`src/rtl/systolic_skew_feeder_pkg.sv`:
```
// Shared types for the systolic edge feeder: controller state encoding and default widths.
package systolic_skew_feeder_pkg;

    typedef enum logic [0:0] {
        ST_ACCEPT = 1'b0,
        ST_FLUSH  = 1'b1
    } feeder_state_e;

    localparam int unsigned FEEDER_DATA_WIDTH = 32;
    localparam int unsigned FEEDER_LANES      = 4;
    localparam int unsigned FEEDER_CNT_W      = 16;

endpackage

```
`src/rtl/systolic_skew_feeder_skew.sv`:
```
// DEPTH-stage shift register of {valid,data}; shifts every cycle, synchronous active-low clear.
module skew_delay_line
    import systolic_skew_feeder_pkg::*;
#(
    parameter int unsigned DATA_WIDTH = FEEDER_DATA_WIDTH,
    parameter int unsigned DEPTH      = 1
) (
    input  logic                  clk_i,
    input  logic                  rst_ni,
    input  logic                  valid_i,
    input  logic [DATA_WIDTH-1:0] data_i,
    output logic                  valid_o,
    output logic [DATA_WIDTH-1:0] data_o
);

    logic [DEPTH-1:0]      r_valid;
    logic [DATA_WIDTH-1:0] r_data [DEPTH];

    always_ff @(posedge clk_i) begin
        if (!rst_ni) begin
            r_valid <= '0;
            for (int unsigned k = 0; k < DEPTH; k++) begin
                r_data[k] <= '0;
            end
        end else begin
            r_valid[0] <= valid_i;
            r_data[0]  <= data_i;
            for (int unsigned k = 1; k < DEPTH; k++) begin
                r_valid[k] <= r_valid[k-1];
                r_data[k]  <= r_data[k-1];
            end
        end
    end

    assign valid_o = r_valid[DEPTH-1];
    assign data_o  = r_data[DEPTH-1];

endmodule

```
`src/rtl/systolic_skew_feeder.sv`:
```
// Edge feeder for an NxN systolic array: takes one N-lane operand vector per beat and
// emits it diagonally skewed, lane i delayed i cycles more than lane 0.
module systolic_skew_feeder
    import systolic_skew_feeder_pkg::*;
#(
    parameter int unsigned DATA_WIDTH = FEEDER_DATA_WIDTH,
    parameter int unsigned N          = FEEDER_LANES,
    parameter int unsigned CNT_W      = FEEDER_CNT_W
) (
    input  logic                    clk_i,
    input  logic                    rst_ni,
    input  logic                    in_valid_i,
    output logic                    in_ready_o,
    input  logic                    in_last_i,
    input  logic [N*DATA_WIDTH-1:0] in_data_i,
    output logic [N*DATA_WIDTH-1:0] lane_data_o,
    output logic [N-1:0]            lane_valid_o,
    output logic                    busy_o,
    output logic                    done_o,
    output logic [CNT_W-1:0]        beat_cnt_o
);

    localparam int unsigned FLUSH_W = $clog2(N) + 1;

    feeder_state_e      r_state;
    feeder_state_e      w_state_next;
    logic [FLUSH_W-1:0] r_flush_cnt;
    logic [CNT_W-1:0]   r_beat_cnt;
    logic               r_busy;
    logic               w_ready;
    logic               w_accept;
    logic               w_flush_done;

    always_ff @(posedge clk_i) begin
        if (!rst_ni) begin
            r_state <= ST_ACCEPT;
        end else begin
            r_state <= w_state_next;
        end
    end

    always_comb begin
        w_state_next = r_state;
        unique case (r_state)
            ST_ACCEPT: if (w_accept && in_last_i) w_state_next = ST_FLUSH;
            ST_FLUSH:  if (w_flush_done)          w_state_next = ST_ACCEPT;
            default:                              w_state_next = ST_ACCEPT;
        endcase
    end

    always_comb begin
        w_ready      = (r_state == ST_ACCEPT);
        w_flush_done = (r_state == ST_FLUSH) && (r_flush_cnt == '0);
    end

    assign w_accept   = in_valid_i & w_ready;
    assign in_ready_o = w_ready;
    assign done_o     = w_flush_done;
    assign busy_o     = r_busy;
    assign beat_cnt_o = r_beat_cnt;

    // Flush length N cycles: last beat leaves lane N-1 exactly when the counter hits zero.
    always_ff @(posedge clk_i) begin
        if (!rst_ni) begin
            r_flush_cnt <= '0;
            r_beat_cnt  <= '0;
            r_busy      <= 1'b0;
        end else begin
            if (w_accept && in_last_i) begin
                r_flush_cnt <= FLUSH_W'(N - 1);
            end else if ((r_state == ST_FLUSH) && !w_flush_done) begin
                r_flush_cnt <= r_flush_cnt - FLUSH_W'(1);
            end

            if (w_flush_done) begin
                r_beat_cnt <= '0;
            end else if (w_accept) begin
                r_beat_cnt <= r_beat_cnt + CNT_W'(1);
            end

            if (w_flush_done) begin
                r_busy <= 1'b0;
            end else if (w_accept) begin
                r_busy <= 1'b1;
            end
        end
    end

    // Non-accept cycles inject a zero bubble so the array accumulates +0.
    for (genvar g = 0; g < N; g++) begin : g_lane
        logic [DATA_WIDTH-1:0] w_stage_in;

        assign w_stage_in = w_accept ? in_data_i[g*DATA_WIDTH +: DATA_WIDTH] : '0;

        skew_delay_line #(
            .DATA_WIDTH (DATA_WIDTH),
            .DEPTH      (g + 1)
        ) u_delay (
            .clk_i   (clk_i),
            .rst_ni  (rst_ni),
            .valid_i (w_accept),
            .data_i  (w_stage_in),
            .valid_o (lane_valid_o[g]),
            .data_o  (lane_data_o[g*DATA_WIDTH +: DATA_WIDTH])
        );
    end

endmodule

```
`config.mk`:
```
export PLATFORM = sky130hd
export DESIGN_NAME = systolic_skew_feeder
export DESIGN_NICKNAME = d
export VERILOG_FILES = /design/src/rtl/systolic_skew_feeder_pkg.sv /design/src/rtl/systolic_skew_feeder_skew.sv /design/src/rtl/systolic_skew_feeder.sv
export SDC_FILE = /design/constraint.sdc
export NUM_CORES = 1
export LEC_CHECK = 0
export ABC_AREA = 1
export ABC_CLOCK_PERIOD_IN_PS = 2500
export CORE_MARGIN = 2
export CORE_UTILIZATION = 55
export CTS_BUF_LIST = sky130_fd_sc_hd__clkbuf_8
export DETAILED_ROUTE_END_ITERATION = 16
export PLACE_DENSITY_LB_ADDON = 0.3
export SLEW_MARGIN = 20
export SYNTH_ARGS = -nofsm -noshare
export SYNTH_HDL_FRONTEND = slang
export SYNTH_SLANG_ARGS = --single-unit
```
`constraint.sdc`:
```
create_clock -name clk_i -period 2.5 [get_ports clk_i]
set_clock_uncertainty 0.2 [all_clocks]
set_input_delay 0.5 -clock clk_i [delete_from_list [all_inputs] [get_ports clk_i]]
set_output_delay 0.5 -clock clk_i [all_outputs]
set_load 0.01 [all_outputs]
```
==> results of run 1 <==
## cell type report
cell class | instances | area [um2]
Clock buffer | 66 | 908
Inverter | 347 | 1310
Fill cell | 1553 | 5800
Tap cell | 275 | 344
Sequential cell | 345 | 6910
Timing Repair Buffer | 293 | 2960
Clock inverter | 23 | 108
Multi-Input combinational cell | 429 | 2480
## through the flow
step / cells / area (um2) / setup slack [ns]
6_report: 1778 / 15000 / 0.155
5_1_grt: 1778 / 15000 / 0.0625
4_1_cts: 1778 / 15000 / 0.107
3_5_place_dp: 1688 / 14000 / 0.192
3_3_place_gp: 1688 / 14000 / 0.246
2_1_floorplan: 1226 / 11600 / 0.850
## state kept, by name (all words and copies together), names as in the netlist
register / flops
g_lane.u_delay.r_valid: 4
g_lane.u_delay.r_data: 320
beat_cnt_o: 16
r_state: 1
busy_o: 1
r_flush_cnt: 3
## metal layers
metal  up-vias  wire (um)
li1       3805          -
met4         0        355
met3        29       1810
met1      3200       7550
met2       236       9770
met5         -          0
## report_power, final
part	internal, uW	switching [uW]
clock network	2360	1960
logic	403	383
registers	5670	49.0
## final timing paths
path,startpoint,end,slack (ns),cells past startpoint
worst max-delay path,r_state,in_ready_o,0.15,2
worst max register to register,beat_cnt_o[0],beat_cnt_o[14],0.60,6
worst min register to register,g_lane[3].u_delay.r_data[2][8],g_lane[3].u_delay.r_data[3][8],0.20,2
worst min-delay path,g_lane[3].u_delay.r_data[2][8],g_lane[3].u_delay.r_data[3][8],0.20,2
## worst min-delay path, cell delays in order (launching register included)
cell and delay, ns:
dfxtp_1 0.30, nand2_1 0.04, inv_1 0.04
## layout by cell type (no fill, tap or decap)
cell type / instances
nand2_1: 232
buf_12: 4
dlygate4sd2_1: 1
inv_8: 2
clkbuf_8: 66
buf_6: 1
clkinv_2: 4
inv_1: 361
nor3_1: 2
inv_2: 1
nand4_1: 5
dfxtp_1: 345
dlygate4sd3_1: 1
or2_2: 1
ha_1: 3
o21ai_0: 4
clkinvlp_4: 1
a21oi_1: 12
inv_6: 1
nor2_1: 50
buf_4: 6
nand3_1: 12
nor2_4: 102
xnor2_1: 2
o21ai_2: 1
a211oi_1: 1
clkdlybuf4s50_1: 280
xor2_1: 2
## what timing repair did
| action | CTS | global route |
|---|---|---|
| resized for setup | 1 | 0 |
| hold buffers | 1 | 0 |
| endpoints found under the setup margin | 1 | 0 |
| hold endpoints to repair | 8 | 0 |
## cells by family after synthesis
family,Yosys count
adders and majority gates,3
xor gates and xnor gates,4
AOI/OAI and AO/OA,18
and+or+nand+nor,404
buffers and inverters,452
DFF,345
==> summary.txt, run 1 <==
Final setup vio count -> 0
Overall power -> 10800 uW
Met1 Track Usage GR -> 18.7%
Post-synthesis xor/xnor area fraction -> 0.303%
Synthesized area per cell -> 9.43 um2
Compound-Gate Fraction of Synth Area -> 0.833%
# IOs -> 283
Total CTS buffers -> 52
Via density -> 4.09
CP Launch Type -> register
Synth Area in Simple Gates -> 20.0%
Die Wd -> 149 um
Chip height -> 149 um
Post-synthesis mux area share -> 0%
Vias in the first global route -> 6841
Grt met3 use -> 7.00%
Maximum clock frequency -> 426 MHz
GP Congestion -> 0.843
CTS sink cnt -> 345
Ys Warns -> 0
Post-synthesis adder-cell area fraction -> 0.325%
Worst Path Required -> 1.80 ns
Antenna diodes -> 0
Max_cap viols -> 0
Htree depth -> 2
Tmin final -> 2.35 ns
Synthesized Nets -> 1361
Avg WL per Cell -> 11.0 um
EDFF count, synth -> 0
Final core utilization -> 72.1%
Final hold violations -> 0
Grt ovf -> 0
Setup TNS -> 0 ns
Residual DRC count -> 0
Share of post-route cells with drive strength above 1 -> 12.6%
Worst Hold Class -> register to register
Yosys top cell area share -> 59.7%
Sequential fraction of the synthesis area -> 59.7%
Top cells by area in the synthesized netlist -> dfxtp_1 (60%), inv_1 (11%), nor2_4 (9.9%), nand2_1 (7.5%), buf_4 (4.4%)
I/O Buffers -> 282
CTS root buffer -> clkbuf_8
CTS tree -> done
Final net count -> 1603
Post-detail-place hpwl -> 13400 um
First-pass GRT wire length -> 30800 um
Yosys reg bits -> 345
Largest family of logic cells by synthesized area -> simple AND/OR/NAND/NOR gates
P_leak -> 0.00775 uW
Max-Slew Margin vs Limit -> 46.1%
Starting DRT DRC Count -> 234
CP arrival -> 1.65 ns
Crit-path max cell delay -> 0.57 ns
Clock Tree Buf Depth -> 3
Crit Path Category -> register to output port
Largest net degree at the start of global routing -> 186
Initial antenna violation count -> 0
Post-synth top cells -> dfxtp_1 (345), inv_1 (345), nand2_1 (232)
Synthesized instance count -> 1226
FP Rows -> 53
Top FF cell, synth -> dfxtp_1
Final WL -> 19500 um
Core area -> 20800 um2
Slew @ Worst Pin -> 0.808 ns
Worst Hold Slack -> 0.203 ns
Unrepaired setup endpoints after global routing -> false
Status -> finished clean
Worst-Skew Late Latency -> 0.55 ns
Power Dens Cells -> 721 nW/um2
Final slew viol count -> 0
Synthesized cell area -> 11600 um2
Worst-path fanout max -> 5
Met2 Usage GRT -> 30.6%
Post-synth top area cell -> dfxtp_1
Post-CTS setup buffers -> 0
GRT Overall Usage -> 17.2%
Critical path's top delay family -> buffers and inverters
CP endpoint kind -> output port
GRT busiest layer -> met2
VDD IR max -> 0.000416 V
Clk slew on worst S/H paths -> 0.06 ns
Asr flop ratio synth -> 0%
Layout area overhead -> 29.9%
Fin crit share -> 93.8%
Die ar. -> 22200 um2
Post-synth cell types -> 23
Vias after detailed routing -> 7270
First-pass DRT Iterations -> 4
Worst-path cell chain -> inv_1, clkdlybuf4s50_1
Bufs and invs on worst path -> 2
Initial Util -> 55.5%
Slowest-stage cell, CP -> clkdlybuf4s50_1
ANT nets after route -> 0
Power figures use the tool's default switching activity.
==> inputs of run 2 (changes only) <==
Settings changed: CAP_MARGIN from default to 20.
==> results of run 2 <==
Same layout as run 1: the final DEF is identical, and so are final timing and power.
